### src/rtl/simple_cpu_pkg.sv
// Definitions shared by simple_controller and simple_datapath: opcodes, instruction
// field positions, constant-register count and controller state encodings.
package simple_cpu_pkg;

  localparam int INSTR_W        = 16;
  localparam int NUM_CONST_REGS = 8;

  localparam int OPC_LSB  = 13;
  localparam int DEST_LSB = 9;
  localparam int REGA_LSB = 5;
  localparam int REGB_LSB = 1;

  localparam logic [2:0] OP_ADD  = 3'd0;
  localparam logic [2:0] OP_SUB  = 3'd1;
  localparam logic [2:0] OP_SHL  = 3'd2;
  localparam logic [2:0] OP_SHR  = 3'd3;
  localparam logic [2:0] OP_MOV  = 3'd4;
  localparam logic [2:0] OP_BGT  = 3'd5;
  localparam logic [2:0] OP_BEQ  = 3'd6;
  localparam logic [2:0] OP_HALT = 3'd7;

  typedef enum logic [2:0] {
    ST_IDLE   = 3'd0,
    ST_LOAD   = 3'd1,
    ST_FETCH  = 3'd2,
    ST_DECODE = 3'd3,
    ST_EXEC   = 3'd4,
    ST_DONE   = 3'd5
  } ctrl_state_t;

  // Opcodes 0..4 all write their result back to dest.
  function automatic logic is_alu_op(input logic [2:0] op);
    return (op <= OP_MOV);
  endfunction

endpackage

### src/rtl/simple_instr_decode.sv
// Combinational instruction decoder: splits an instruction word into its fields
// and classifies it as ALU, branch or halt.
module simple_instr_decode
  import simple_cpu_pkg::*;
(
  input  logic [INSTR_W-1:0] instr,
  output logic [2:0]         opcode,
  output logic [3:0]         dest,
  output logic [3:0]         reg_a,
  output logic [3:0]         reg_b,
  output logic               is_alu,
  output logic               is_branch,
  output logic               is_halt
);

  // Bit 0 is reserved in the instruction format.
  logic unused_reserved;
  assign unused_reserved = instr[0];

  always_comb begin
    opcode    = instr[OPC_LSB +: 3];
    dest      = instr[DEST_LSB +: 4];
    reg_a     = instr[REGA_LSB +: 4];
    reg_b     = instr[REGB_LSB +: 4];
    is_alu    = is_alu_op(opcode);
    is_branch = (opcode == OP_BGT) || (opcode == OP_BEQ);
    is_halt   = (opcode == OP_HALT);
  end

endmodule

### src/rtl/simple_controller.sv
// Program sequencer for simple_datapath: IDLE -> LOAD -> (FETCH -> DECODE -> EXEC)* -> DONE.
// Optional CTRL_WATCHDOG_EN aborts a run after WDOG_LIMIT executed instructions.
module simple_controller
  import simple_cpu_pkg::*;
#(
  parameter int PC_WIDTH    = 4,
  parameter int INSTR_WIDTH = 16
`ifdef CTRL_WATCHDOG_EN
  , parameter int WDOG_LIMIT = 255
`endif
) (
  input  logic                   clk,
  input  logic                   rst_n,
  input  logic                   start,
  output logic                   busy,
  output logic                   done,
  output logic [PC_WIDTH-1:0]    imem_addr,
  input  logic [INSTR_WIDTH-1:0] imem_data,
  output logic [2:0]             opcode,
  output logic [3:0]             reg_a_sel,
  output logic [3:0]             reg_b_sel,
  output logic [3:0]             dest_reg,
  output logic                   reg_write,
  output logic                   load_operands,
  input  logic                   zero_flag,
  input  logic                   equal_flag,
  input  logic                   greater_flag,
  output logic                   timeout
);

  ctrl_state_t state, next_state;

  logic [PC_WIDTH-1:0]    pc;
  logic [INSTR_WIDTH-1:0] ir;
  logic [PC_WIDTH-1:0]    pc_next_seq;
  logic [PC_WIDTH-1:0]    branch_target;
  logic                   branch_taken;
  logic                   wdog_abort;

  logic [2:0] dec_opcode;
  logic [3:0] dec_dest;
  logic [3:0] dec_a;
  logic [3:0] dec_b;
  logic       dec_alu;
  logic       dec_branch;
  logic       dec_halt;

  // Reserved for a future branch-on-zero opcode.
  logic unused_zero;
  assign unused_zero = zero_flag;

  simple_instr_decode u_decode (
    .instr     (ir[INSTR_W-1:0]),
    .opcode    (dec_opcode),
    .dest      (dec_dest),
    .reg_a     (dec_a),
    .reg_b     (dec_b),
    .is_alu    (dec_alu),
    .is_branch (dec_branch),
    .is_halt   (dec_halt)
  );

  assign pc_next_seq   = pc + 1'b1;
  assign branch_target = PC_WIDTH'(dec_dest);
  assign branch_taken  = dec_branch && ((dec_opcode == OP_BGT) ? greater_flag : equal_flag);

  // Selects come straight from ir, so they hold the last instruction outside EXEC.
  assign imem_addr = pc;
  assign opcode    = dec_opcode;
  assign reg_a_sel = dec_a;
  assign reg_b_sel = dec_b;
  assign dest_reg  = dec_dest;

`ifdef CTRL_WATCHDOG_EN
  localparam int WDOG_W = $clog2(WDOG_LIMIT + 1);

  logic [WDOG_W-1:0] wdog_cnt;
  logic              timeout_q;

  always_ff @(posedge clk or negedge rst_n) begin
    if (!rst_n) begin
      wdog_cnt  <= '0;
      timeout_q <= 1'b0;
    end else begin
      if (state == ST_LOAD)
        wdog_cnt <= '0;
      else if (state == ST_EXEC)
        wdog_cnt <= wdog_cnt + 1'b1;
      if (state == ST_IDLE && start)
        timeout_q <= 1'b0;
      else if (wdog_abort)
        timeout_q <= 1'b1;
    end
  end

  // The current EXEC is the WDOG_LIMIT-th one when the count shows LIMIT-1.
  assign wdog_abort = (state == ST_EXEC) && !dec_halt &&
                      (wdog_cnt == WDOG_W'(WDOG_LIMIT - 1));
  assign timeout    = timeout_q;
`else
  assign wdog_abort = 1'b0;
  assign timeout    = 1'b0;
`endif

  always_ff @(posedge clk or negedge rst_n) begin
    if (!rst_n)
      state <= ST_IDLE;
    else
      state <= next_state;
  end

  always_comb begin
    next_state = state;
    case (state)
      ST_IDLE:   if (start) next_state = ST_LOAD;
      ST_LOAD:   next_state = ST_FETCH;
      ST_FETCH:  next_state = ST_DECODE;
      ST_DECODE: next_state = ST_EXEC;
      ST_EXEC:   next_state = (dec_halt || wdog_abort) ? ST_DONE : ST_FETCH;
      ST_DONE:   next_state = ST_IDLE;
      default:   next_state = ST_IDLE;
    endcase
  end

  always_comb begin
    busy          = (state == ST_LOAD) || (state == ST_FETCH) ||
                    (state == ST_DECODE) || (state == ST_EXEC);
    done          = (state == ST_DONE);
    load_operands = (state == ST_LOAD);
    reg_write     = (state == ST_EXEC) && dec_alu;
  end

  // ROM data is registered by the ROM, so it is captured one state after FETCH.
  always_ff @(posedge clk or negedge rst_n) begin
    if (!rst_n) begin
      pc <= '0;
      ir <= '0;
    end else begin
      case (state)
        ST_LOAD:   pc <= '0;
        ST_DECODE: ir <= imem_data;
        ST_EXEC:   if (!dec_halt) pc <= branch_taken ? branch_target : pc_next_seq;
        default:   ;
      endcase
    end
  end

endmodule

### config.mk
export PLATFORM = sky130hd
export DESIGN_NAME = simple_controller
export DESIGN_NICKNAME = d
export VERILOG_FILES = /design/src/rtl/simple_cpu_pkg.sv /design/src/rtl/simple_instr_decode.sv /design/src/rtl/simple_controller.sv
export SDC_FILE = /design/constraint.sdc
export NUM_CORES = 1
export LEC_CHECK = 0
export ABC_AREA = 1
export ABC_CLOCK_PERIOD_IN_PS = 1200
export BUFFER_PORTS_ARGS = -buffer_cell sky130_fd_sc_hd__buf_2
export CAP_MARGIN = 30
export CORE_UTILIZATION = 41
export DETAILED_ROUTE_END_ITERATION = 8
export GPL_ROUTABILITY_DRIVEN = 0
export PLACE_DENSITY = 0.74
export SYNTH_ARGS = -nofsm -noshare
export SYNTH_HDL_FRONTEND = slang
export SYNTH_SLANG_ARGS = --single-unit
### constraint.sdc
create_clock -name clk -period 1.2 [get_ports clk]
set_input_delay 0.06 -clock clk [delete_from_list [all_inputs] [get_ports clk]]
set_output_delay 0.06 -clock clk [all_outputs]
set_load 0.005 [all_outputs]
# Word level (Yosys, flattened, before mapping)
# Index checks and enable logic that the tools add are counted.
[word_totals]
reg_bits = 23
input_bits = 22
elab_cells = 31
[classes]
addsub = 1
magnitude_cmp = 1
n_eq_ne = 10
mux = 7
reduce_logical = 9
[op_table]
columns = ["op", "n"]
rows = [
  ["3-bit == test, second input constant", 5],
  ["3-bit one-hot mux with 5 select lines", 1],
  ["4-bit 2-to-1 mux", 2],
  ["4-bit one-hot mux with 2 select lines", 1],
  ["3-bit by 2-bit == test with 1-bit output, second input constant", 2],
  ["3-bit 2-to-1 mux", 2],
  ["4-bit by 1-bit adder with 4-bit output, second input constant", 1],
  ["1-bit logical OR", 4],
  ["2-bit inequality test, second input constant", 2],
  ["3-bit by 1-bit == test with 1-bit output, second input constant", 1],
  ["3-bit less-or-equal comparator, second input constant", 1],
  ["3-bit zero test", 1],
  ["1-bit logical AND", 2],
  ["2-bit AND reduction", 1],
  ["2-bit nonzero test", 1],
  ["1-bit 2-to-1 mux", 1],
]

# Longest topological paths before layout
[logic_depth]
depth_word = 6
mapped_depth = 8
depth_no_buf = 8

# Hierarchy
# Synthesis repeated with hierarchy kept, for this count alone.
[unflattened]
hier_cells = 127
area_unflattened_um2 = 1252.5
[by_module_without_submodules]
columns = ["mod", "instances", "cells_per_inst", "area_per_inst_um2"]
rows = [
  ["simple_controller", 1, 105, 1107.3],
  ["simple_instr_decode", 1, 22, 145.1],
]

# Least setup slack after synthesis
# Ideal clock, no wire load.
[synth_timing]
kind = "reg-to-reg"
from = "register state[2]"
to = "register ir[15]"
setup_ns = 0.125
arrival_time_ns = 1.049
required_ns = 1.075
slack_ns = 0.026
stages_incl_launch_ff = 5
n_path_buf = 1
cell_sequence = "dfrtp_1 > inv_2 > nand3_2 > buf_6 > mux2_4"
[synth_between]
elab_chain_len = 1
[synth_lines]
columns = ["item", "line_no", "source"]
rows = [
  ["from (decl)", "simple_controller.sv:31", "ctrl_state_t state, next_state;"],
  ["from (signal assigned)", "simple_controller.sv:109", "state <= next_state;"],
  ["3-bit by 2-bit == test with 1-bit output", "simple_controller.sv:139", "case (state)"],
  ["to (signal assigned)", "simple_controller.sv:141", "ST_DECODE: ir <= imem_data;"],
  ["to (decl)", "simple_controller.sv:34", "logic [INSTR_WIDTH-1:0] ir;"],
]
# No other way between the ends.
# A chain may end at the register's enable or synchronous reset.

# Worst setup path after layout
[layout_timing]
from = "register state[2]"
to = "output port busy"
[layout_between]
elab_chain_len = 4
elab_cells_between_ends = 7
cone_classes = "eq/ne: 4; reduce/logical: 3"
[layout_lines]
columns = ["item", "line_no", "source"]
rows = [
  ["3-bit by 1-bit == test with 1-bit output / 3-bit by 2-bit == test with 1-bit output (equally long branches)", "simple_controller.sv:126", "busy = (state == ST_LOAD) || (state == ST_FETCH) ||"],
  ["1-bit logical OR (2 in a row)", "simple_controller.sv:126", ""],
  ["1-bit logical OR (*)", "simple_controller.sv:127", "(state == ST_DECODE) || (state == ST_EXEC);"],
  ["to (decl)", "simple_controller.sv:15", "output logic busy,"],
]
# Mark *: on every way between the ends. The rest lies on a longest branch, timed or not.

==> metrics.cfg <==
[outcome]
status = finished with violations
failed_checks = negative setup slack

[cts]
htreeDepth = 1
clock_latency_ps = 320
cts_buffer_depth = 2
cts_sinks = 22
clockRootBuffer = clkbuf_4
cts_made_buffers = 3
clk_pin_slew_ps = 140
cts_tree = yes

[timing]
holdWs_ps = 215.4
fin_crit_sh_pct = 112.9
tns_ps = -1168
timing.final.ws_setup_ps = -154.7
finClkSkew_ps = 16.09
final_max_slew_viol_count = 0
min_period_ps = 1355
clock.fmax_mhz = 738.2
rsz0062_at_grt = true
finalSetupViolations = 14
hold_violations = 0

[worst_setup_path]
crit_path_start = state[2]
required_ps = 1140
crit_path_max_fanout = 4
timing.rr.start = state[1]
crit_arrival_ps = 1290
start_kind = flip-flop
path_class = flip-flop to output pin
crit_path_end_kind = output pin

[routing]
vias = 1063
wire_per_inst_um = 13.85
ant_nets = 0
drt_wl_total_mm = 2.895
drt_iter0_drc = 13
via_per_inst = 5.086
firstDrtPassIters = 4
drc = 0

[synthesis]
synth_fp_nets = 128
synth_fa_ha_area_share_pct = 1.200
synth_top_area_share_pct = 52.82
avgSynthCellArea_sq_um = 9.926
async_reset_ff_share_pct = 100.0
synth-xor-area-share_pct = 1.681
ys_types = 23
synth-compound-area-share_pct = 5.162
synthSimpleGateAreaFrac_pct = 20.65
ys.flop_type = dfrtp_1
synth_edf_count = 0
synth_top_family_by_area = simple AND/OR/NAND/NOR gates
syn_inst = 105
synth.area.top_cells = dfrtp_1 53%, nand3_1 9.1%, mux2_4 8.6%, nand2_1 5.4%, inv_1 3.6%
synthMuxAreaShare_pct = 11.88
ys_seq_elements = 22
yosysWarnings = 0
ys_seq_area_share_pct = 52.82
synth_area_sq_um = 1042
yosysTopAreaCell = dfrtp_1

[finish]
fin_cells = 209
diodes = 0
nNetsFinal = 205
final_common_cell = buf_2
design_area_sq_um = 1773
fill_cells = 159
syn2layout_area_growth_pct = 70.11
layout-drive-gt1-share_pct = 56.91
final_cell_mix = 42 x buf_2, 18 x dfrtp_1, 17 x dlygate4sd3_1

[die]
die_x_um = 52.42
start_util_pct = 45.37
fp.dieArea_sq_um = 2748
core_sq_um = 2297
rows = 17
ios = 46
dieHeight_um = 52.42

[place]
placed_area_sq_um = 1306
dp_slack_ps = 12.80
dp_cells = 176
dp_hpwl_mm = 1.530
portBuffers = 42

[global_route]
antenna_found_initial = 0
grt_first_pass_wirelength_mm = 4.257
track_usage_pct = 21.56
grt_pass1_vias = 955
grt_max_degree = 23
grt-ovfl-total = 0

[power_and_ir_drop]
vdd_drop_max_mv = 2.127
p_leak_uw = 0.0009069
powerDensity_nw_per_um2 = 2558

[hold_path]
hold_path_class = input pin to async pin

[run]
maxCapViolations = 0

-- cell type report --
class	count	area [sq um]	area share [%]
Multi-Input combinational cell	69	550.5	31.05
Sequential cell	22	555.5	31.33
Tap cell	28	35.03	1.976
Clock inverter	1	30.03	1.694
Timing Repair Buffer	75	535.5	30.20
Inverter	11	43.79	2.470
Clock buffer	3	22.52	1.270
-- logic make-up (layout without fill, tap and decap cells) --
kind of cell | after synthesis | count (layout)
compound gates | 10 | 10
xor+xnor | 2 | 2
fa+ha+maj | 1 | 1
buf+inv | 14 | 90
flops | 22 | 22
mux | 9 | 9
other cells | 1 | 1
simple gates | 46 | 46
-- flip-flops by register name (all words and copies together) (netlist names) --
register,cells
imem_addr,4
ir,15
state,3
-- repair_timing --
action                                 4_1_cts  5_1_grt
resized for setup                           21       26
endpoints found under the hold margin       38        0
pin swaps                                    3        7
setup endpoints to repair                   10       19
hold buffers                                17        0
setup buffers                                7        8
cloned                                       1        0
-- worst max-delay path: stages (launching register included) --
cell and delay [ps]:
dfrtp_1 420, buf_6 140, nor3_4 200, inv_2 50, nand4_1 60, buf_2 110
-- per-stage QoR --
step	total power [uW]	util, %
after global routing	4822	77.18
final	4536	77.18
after global placement	3013	56.86
after detailed placement	3072	56.86
after floorplan	2410	-
after CTS	4162	72.71
-- final timing paths --
kind                           endpoint  slack [ps]  cells after the start
max                                busy        -150                      5
min                            state[1]         220                      2
max reg2reg                       ir[8]        -120                      4
min reg2reg                       ir[1]         520                      1
max in group asynchronous        ir[13]         610                      2
min in group clk           imem_addr[3]         250                      7
-- synthesized netlist by cell type, types with 2 or more instances --
library cell	count
nor2_1	7
inv_1	10
nand3_1	19
a21oi_1	7
dfrtp_1	22
mux2_4	6
nand2_1	15
nand4_1	2
mux2_2	3
-- layer usage --
layer	track usage (%)	part of all wire (%)	up-vias
met4	5.702	1.4	0
met1	27.46	43	511
met3	5.507	5.3	6
met2	36.08	51	43
li1	-	-	503
met5	0	0	-
-- where the power goes --
| group | switching (uW) | internal [uW] | leakage, uW |
|---|---|---|---|
| clock network | 235 | 338 | 0.0000279 |
| registers | 350 | 1110 | 0.000259 |
| logic | 1170 | 1330 | 0.000620 |
| total | 1750 | 2780 | 0.000907 |
Power figures use the tool's default switching activity.
